<file path="src/rtl/prog_timer_ctrl_if.sv">
// Control/status bundle for prog_timer_ctrl.
// master: issues start/stop and the run configuration, observes count/status.
// slave : the timer itself; all outputs it drives are registered.
interface prog_timer_ctrl_if #(
   parameter int WIDTH = 8,
   parameter int PRE_W = 4
);
   logic             start;
   logic             stop;
   logic             mode;
   logic [WIDTH-1:0] load_val;
   logic [PRE_W-1:0] prescale;
   logic [WIDTH-1:0] count;
   logic             busy;
   logic             done;
   logic             tick;

   modport master (
      output start, stop, mode, load_val, prescale,
      input  count, busy, done, tick
   );

   modport slave (
      input  start, stop, mode, load_val, prescale,
      output count, busy, done, tick
   );
endinterface

</file>
<file path="src/rtl/prog_timer_ctrl.sv">
// Programmable up-counting timer controller with prescaler, one-shot or
// auto-reload mode, single-cycle terminal tick and busy/done status.
// Ports: clk, rst (async, active-low), bus (slave side of prog_timer_ctrl_if:
//   start/stop/mode/load_val/prescale in; count/busy/done/tick out).
// Latency: start sampled on edge E0 -> busy after E0; terminal step lands on
//   edge E0+(L+1)*(P+1). No backpressure; stop dominates start and the tick.
module prog_timer_ctrl #(
   parameter int WIDTH = 8,
   parameter int PRE_W = 4
) (
   input  logic              clk,
   input  logic              rst,
   prog_timer_ctrl_if.slave  bus
);

   typedef enum logic [1:0] {
      ST_IDLE = 2'd0,
      ST_RUN  = 2'd1,
      ST_DONE = 2'd2
   } state_t;

   state_t           state_q,    state_d;
   logic [WIDTH-1:0] count_q,    count_d;
   logic [PRE_W-1:0] pre_cnt_q,  pre_cnt_d;
   logic             tick_q,     tick_d;
   logic             busy_q,     busy_d;
   logic             done_q,     done_d;

   // Shadow copies of the run configuration; only rewritten at a start.
   logic             mode_q,     mode_d;
   logic [WIDTH-1:0] limit_q,    limit_d;
   logic [PRE_W-1:0] prescale_q, prescale_d;

   logic             step;
   logic             at_limit;

   assign step     = (pre_cnt_q == prescale_q);
   assign at_limit = (count_q == limit_q);

   always_comb begin
      state_d    = state_q;
      count_d    = count_q;
      pre_cnt_d  = pre_cnt_q;
      tick_d     = 1'b0;
      mode_d     = mode_q;
      limit_d    = limit_q;
      prescale_d = prescale_q;

      if (bus.stop) begin
         // Abort beats a coincident terminal step and any start.
         state_d   = ST_IDLE;
         count_d   = '0;
         pre_cnt_d = '0;
      end else begin
         case (state_q)
            ST_IDLE, ST_DONE: begin
               // DONE restarts exactly like IDLE, relatching the config.
               if (bus.start) begin
                  state_d    = ST_RUN;
                  count_d    = '0;
                  pre_cnt_d  = '0;
                  mode_d     = bus.mode;
                  limit_d    = bus.load_val;
                  prescale_d = bus.prescale;
               end
            end
            ST_RUN: begin
               // start is deliberately ignored here: no restart, no relatch.
               if (step) begin
                  pre_cnt_d = '0;
                  if (!at_limit) begin
                     count_d = count_q + WIDTH'(1);
                  end else begin
                     tick_d = 1'b1;
                     if (mode_q) begin
                        count_d = '0;
                     end else begin
                        state_d = ST_DONE;   // count holds limit_q
                     end
                  end
               end else begin
                  pre_cnt_d = pre_cnt_q + PRE_W'(1);
               end
            end
            default: begin
               state_d   = ST_IDLE;
               count_d   = '0;
               pre_cnt_d = '0;
            end
         endcase
      end

      // Status flags decoded from the next state so they are flop outputs.
      busy_d = (state_d == ST_RUN);
      done_d = (state_d == ST_DONE);
   end

   always_ff @(posedge clk or negedge rst) begin
      if (!rst) begin
         state_q    <= ST_IDLE;
         count_q    <= '0;
         pre_cnt_q  <= '0;
         tick_q     <= 1'b0;
         busy_q     <= 1'b0;
         done_q     <= 1'b0;
         mode_q     <= 1'b0;
         limit_q    <= '0;
         prescale_q <= '0;
      end else begin
         state_q    <= state_d;
         count_q    <= count_d;
         pre_cnt_q  <= pre_cnt_d;
         tick_q     <= tick_d;
         busy_q     <= busy_d;
         done_q     <= done_d;
         mode_q     <= mode_d;
         limit_q    <= limit_d;
         prescale_q <= prescale_d;
      end
   end

   assign bus.count = count_q;
   assign bus.busy  = busy_q;
   assign bus.done  = done_q;
   assign bus.tick  = tick_q;

`ifndef SYNTHESIS
   // RUN and DONE are exclusive, and a tick is only ever followed by RUN
   // (periodic) or DONE (one-shot) since stop suppresses it.
   a_status_exclusive : assert property (@(posedge clk) disable iff (!rst)
      !(busy_q && done_q));
   a_tick_state : assert property (@(posedge clk) disable iff (!rst)
      tick_q |-> (busy_q || done_q));
   a_prescale_bound : assert property (@(posedge clk) disable iff (!rst)
      (state_q == ST_RUN) |-> (pre_cnt_q <= prescale_q));
`endif

endmodule

</file>
<file path="src/flat_wrapper.sv">
// flat-port wrapper written by rule: the top's interface ports become plain ports
module prog_timer_ctrl_flat 
#(
   parameter int WIDTH = 8,
   parameter int PRE_W = 4
)
  (clk, rst, bus_start, bus_stop, bus_mode, bus_load_val, bus_prescale, bus_count, bus_busy, bus_done, bus_tick);
  prog_timer_ctrl_if #(.WIDTH(WIDTH), .PRE_W(PRE_W)) bus_i ();
  input  logic clk;
  input  logic rst;
  input wire logic [$bits(bus_i.start)-1:0] bus_start;
  input wire logic [$bits(bus_i.stop)-1:0] bus_stop;
  input wire logic [$bits(bus_i.mode)-1:0] bus_mode;
  input wire logic [$bits(bus_i.load_val)-1:0] bus_load_val;
  input wire logic [$bits(bus_i.prescale)-1:0] bus_prescale;
  output wire logic [$bits(bus_i.count)-1:0] bus_count;
  output wire logic [$bits(bus_i.busy)-1:0] bus_busy;
  output wire logic [$bits(bus_i.done)-1:0] bus_done;
  output wire logic [$bits(bus_i.tick)-1:0] bus_tick;
  assign bus_i.start = bus_start;
  assign bus_i.stop = bus_stop;
  assign bus_i.mode = bus_mode;
  assign bus_i.load_val = bus_load_val;
  assign bus_i.prescale = bus_prescale;
  assign bus_count = bus_i.count;
  assign bus_busy = bus_i.busy;
  assign bus_done = bus_i.done;
  assign bus_tick = bus_i.tick;
  prog_timer_ctrl #(.WIDTH(WIDTH), .PRE_W(PRE_W)) u_core (.clk(clk), .rst(rst), .bus(bus_i));
endmodule
</file>
<file path="config.mk">
export PLATFORM = sky130hd
export DESIGN_NAME = prog_timer_ctrl_flat
export DESIGN_NICKNAME = d
export VERILOG_FILES = /design/src/rtl/prog_timer_ctrl_if.sv /design/src/rtl/prog_timer_ctrl.sv /design/src/flat_wrapper.sv
export SDC_FILE = /design/constraint.sdc
export NUM_CORES = 1
export LEC_CHECK = 0
export CAP_MARGIN = 20
export CORE_MARGIN = 5
export CORE_UTILIZATION = 42
export CTS_CLUSTER_DIAMETER = 30
export DETAILED_ROUTE_END_ITERATION = 8
export GPL_TIMING_DRIVEN = 0
export HOLD_SLACK_MARGIN = 0.02
export PLACE_DENSITY_LB_ADDON = 0.05
export SYNTH_ARGS = -nofsm -noshare
export SYNTH_HDL_FRONTEND = slang
export SYNTH_SLANG_ARGS = --single-unit
</file>
<file path="constraint.sdc">
create_clock -name clk -period 3.4 [get_ports clk]
set_clock_uncertainty 0.2 [all_clocks]
set_input_delay 0.68 -clock clk [delete_from_list [all_inputs] [get_ports clk]]
set_output_delay 0.68 -clock clk [all_outputs]
set_load 0.005 [all_outputs]
</file>
Word level (Yosys, flattened, before mapping)
Index checks and enable logic that the tools add are counted.

Equality and inequality tests: 9. Reduce and logical (&&, ||, !) cells: 4. Bitwise logic cells: 1. Muxes and demuxes: 20. Add/subtract/negate cells: 2.

Operator list (count): $mux W8 (5); $pmux W8 S2 (1); $mux W4 (3); $mux W2 (5); $add A8 B1 Y8 const B (1); $eq A8 B8 Y1 (1); $pmux W4 S2 (1); $reduce_and A3 Y1 (2); $add A4 B1 Y4 const B (1); $eq A2 B1 Y1 const B (2); $eq A2 B2 Y1 const B (2); $eq A4 B4 Y1 (1); $mux W1 (4); $ne A4 B3 Y1 const B (1); $pmux W2 S2 (1); $ne A3 B2 Y1 const B (1); $ne A3 B3 Y1 const B (1); $logic_not A2 Y1 (1); $reduce_or A2 Y1 (1); $not A1 Y1 (1).

Output and inout port bits: 11. Register bits after elaboration: 30. Word-level logic and storage cells: 45.

Longest topological paths before layout
Depth in word-level cells: 6. Depth in mapped cells: 8. Mapped depth without buffers: 5.

Worst setup path after synthesis
Ideal clock, no wire load.

Path kind: input-to-reg. Start: input port bus_stop. End: register u_core.count_q[5] (netlist: u_core.bus.count[5]). Library setup time: 0.077 ns. Data arrival time: 1.994 ns. Path buffers: 3. Data required time: 3.123 ns. Stages on the path: 8. Setup slack: 1.128 ns. Cells stage by stage: buf_4 -> or3b_1 -> buf_6 -> a41oi_4 -> buf_6 -> or3_1 -> or3_1 -> a21oi_1.

Longest elaborated chain between the ends: 2.

Ends and longest elaborated chain: start, declared (line flat_wrapper.sv:12) `input wire logic [$bits(bus_i.stop)-1:0] bus_stop;`; $ne A4 B3 Y1 (no source line) (tied with other cells); $reduce_and A3 Y1 (no source line); end signal, assigned (line prog_timer_ctrl.sv:111) `count_q <= count_d;`; end, declared (line prog_timer_ctrl.sv:23) `logic [WIDTH-1:0] count_q, count_d;`.

Parallel ways exist; a longest one is shown, timed or not. A chain may end at the register's enable or synchronous reset.

Worst setup path after layout
Start: input port bus_start. End: register u_core.prescale_q[2].

Longest elaborated chain between the ends: 1.

Ends and longest elaborated chain: start, declared (line flat_wrapper.sv:11) `input wire logic [$bits(bus_i.start)-1:0] bus_start;`; $reduce_and A3 Y1 (no source line); end signal, assigned (line prog_timer_ctrl.sv:118) `prescale_q <= prescale_d;`; end, declared (line prog_timer_ctrl.sv:32) `logic [PRE_W-1:0] prescale_q, prescale_d;`.

No other way between the ends.

==> flow_metrics.py <==
metrics = {
    "status": {
        "status": "complete, no violations",
    },
    "timing": {
        "timing.setup.tns_ps": 0,
        "slew_violations": 0,
        "setup_viol": 0,
        "hold_viol": 0,
        "rsz0062_at_grt": "no",
        "fmax_mhz": 377,
        "fin_crit_sh_pct": 78.0,
        "min_period_ps": 2650,
        "relSlewSlack_pct": 47.6,
        "max_slew.worst_pin.slew_ps": 780,
    },
    "clocking": {
        "post_cts_resize_count": 0,
        "cts_tree": "yes",
        "post_cts_buffers": 0,
        "path_clk_slew_ps": 60,
        "clkLatencyLatePin_ps": 270,
        "hold_buffers": 0,
        "cts-root-buf": "clkbuf_8",
        "cts_buffer_depth": 2,
        "cts_sinks": 30,
        "htreeDepth": 2,
        "cts_made_buffers": 5,
    },
    "worst_setup_path": {
        "crit_fanout": 10,
        "required_ps": 3360,
        "end_kind": "register",
        "crit_path_start_kind": "input pin",
        "crit_type": "in -> reg",
        "worstPathArrival_ps": 2610,
    },
    "floorplan": {
        "core-area_um2": 3660,
        "die_w_um": 71.7,
        "dieHeight_um": 71.7,
        "start_util_pct": 43.6,
        "io_pins": 28,
        "die_area_um2": 5130,
        "rows": 22,
    },
    "finish": {
        "multi_input_area_um2": 795,
        "fin_area_um2": 2020,
        "nFillCells": 344,
        "antenna_cells": 0,
        "final_cell_mix": "dfrtp_1, clkdlybuf4s50_1, mux2_2",
        "register_area_um2": 751,
        "layout-drive-gt1-share_pct": 18.9,
        "final_nets": 188,
        "area_delta_synth_final_pct": 26.6,
        "mostFrequentLayoutCell": "dfrtp_1",
    },
    "global_route": {
        "grt_max_degree": 20,
        "track_usage_pct": 14.2,
        "grt_pass1_wl_mm": 5.60,
        "antenna_found_initial": 0,
        "overflow": 0,
        "grt_pass1_vias": 1159,
    },
    "pwr": {
        "leakage_nw": 0.784,
        "pwr_density_cell_nw_per_um2": 439,
        "ir_worst_vdd_mv": 0.247,
    },
    "routing": {
        "dr.pass1.iters": 4,
        "routedWlPerCell_um": 15.1,
        "drt-initial-drc-count": 58,
        "ant_nets": 0,
        "vias": 1144,
        "viasPerCell": 5.27,
        "routed_wl_mm": 3.28,
        "drc": 0,
    },
    "logic_synthesis": {
        "yosys_register_bits": 30,
        "yosysSeqAreaShare_pct": 47.0,
        "yosysUniqueCellTypes": 39,
        "avgSynthCellArea_um2": 11.8,
        "synth_fp_nets": 154,
        "synth_area_um2": 1600,
        "ys_warn_count": 0,
        "synth_cells": 135,
    },
    "placement": {
        "dpl-instance-area_um2": 1940,
        "hpwl_mm": 2.51,
        "io_buffer_count": 26,
        "gp_congestion": 0.861,
    },
    "hold_path": {
        "hold_class": "reg -> reg",
    },
    "run": {
        "cap_violations": 0,
    },
}
==> layout make-up <==
class,instances,share of cell area [%]
repair buffers,27,14.2
multi-input cells,97,39.3
flip-flops and latches,30,37.2
well taps,48,2.97
plain buffers,6,2.17
clock buffers,7,3.78
inverters,2,0.372
==> metal layers <==
| layer | vias up | routed length [um] | part of all wire (%) | track usage, % |
|---|---|---|---|---|
| li1 | 559 | - | - | - |
| met2 | 26 | 1560 | 48 | 21.6 |
| met4 | 0 | 43 | 1.3 | 7.52 |
| met1 | 555 | 1500 | 46 | 18.0 |
| met3 | 4 | 178 | 5.4 | 4.63 |
| met5 | - | 0 | 0 | 0 |
==> kinds of logic (layout without fill, tap and decap cells) <==
kind of cell,count (synthesis),after routing,share of synthesized area (%)
simple gates,43,43,16.0
flops,30,30,47.0
compound gates,24,24,10.7
xor+xnor,14,14,11.7
mux,14,14,9.80
buf+inv,8,42,3.21
fa+ha+maj,2,2,1.57
==> flip-flops by register name (all words and copies together) (netlist names) <==
| name | cells |
|---|---|
| u_core.bus.busy | 1 |
| u_core.bus.count | 8 |
| u_core.bus.done | 1 |
| u_core.bus.tick | 1 |
| u_core.limit_q | 8 |
| u_core.mode_q | 1 |
| u_core.pre_cnt_q | 4 |
| u_core.prescale_q | 4 |
| u_core.state_q | 2 |
==> stage by stage <==
stage / power, W / cells / util, % / hold slack [ps] / setup WS [ps]
after global routing: 0.000931 / 217 / 55.2 / 341 / 676
after floorplan: 0.000571 / 135 / - / 184 / 1130
after CTS: 0.000899 / 217 / 55.2 / 335 / 739
after detailed placement: 0.000635 / 210 / 53.1 / 322 / 444
final: 0.000886 / 217 / 55.2 / 329 / 747
after global placement: 0.000626 / 209 / 52.4 / 315 / 482
==> final timing paths <==
path	start	end	slack, ps	cells past startpoint
setup / recovery	bus_start	u_core.prescale_q[2]$_DFFE_PN0P_	750	4
hold / removal	u_core.limit_q[3]$_DFFE_PN0P_	u_core.limit_q[3]$_DFFE_PN0P_	330	1
setup reg to reg	u_core.state_q[0]$_DFF_PN0_	u_core.prescale_q[2]$_DFFE_PN0P_	1200	3
hold reg to reg	u_core.limit_q[3]$_DFFE_PN0P_	u_core.limit_q[3]$_DFFE_PN0P_	330	1
max in group asynchronous	rst	u_core.pre_cnt_q[0]$_DFFE_PN0P_	1870	2
min in group asynchronous	rst	u_core.bus.count[2]$_DFFE_PN0P_	600	1
==> report_power, final <==
group | leakage [nW] | switching (W) | internal, W | total [W]
combinational | 0.358 | 0.0000714 | 0.000111 | 0.000182
sequential | 0.387 | 0.0000454 | 0.000398 | 0.000443
clock | 0.0383 | 0.000120 | 0.000140 | 0.000261
==> cells in the mapped netlist, drive strengths merged <==
| master | count | share of area [%] |
|---|---|---|
| nand2 | 6 | 1.4 |
| a21o | 2 | 0.94 |
| nor3b | 3 | 1.7 |
| a41oi | 1 | 1.7 |
| clkbuf | 1 | 0.23 |
| inv | 2 | 0.47 |
| and3 | 1 | 0.39 |
| xnor2 | 14 | 12 |
| nand4b | 1 | 0.55 |
| nand3 | 5 | 1.6 |
| nor2 | 5 | 1.2 |
| o31a | 1 | 0.55 |
| a22o | 2 | 1.1 |
| a21oi | 7 | 2.2 |
| nand4 | 4 | 1.6 |
| o21ai | 7 | 2.2 |
| nor3 | 2 | 0.63 |
| or4 | 1 | 0.47 |
| or2 | 1 | 0.39 |
| nor2b | 1 | 0.39 |
| o31ai | 1 | 0.47 |
| buf | 5 | 2.5 |
| or3b | 1 | 0.55 |
| mux2i | 1 | 0.63 |
| ha | 2 | 1.6 |
| o41ai | 2 | 1.1 |
| or3 | 9 | 3.5 |
| mux2 | 13 | 9.2 |
| nor4 | 2 | 1.2 |
| nand3b | 1 | 0.47 |
| dfrtp | 30 | 47 |
| o21a | 1 | 0.47 |
==> critical path, cell delays in order <==
cell and delay, ps:
clkdlybuf4s50_1 530, nor3b_2 520, clkbuf_1 480, mux2_2 390
No activity file was read; power rests on OpenSTA's default activity.
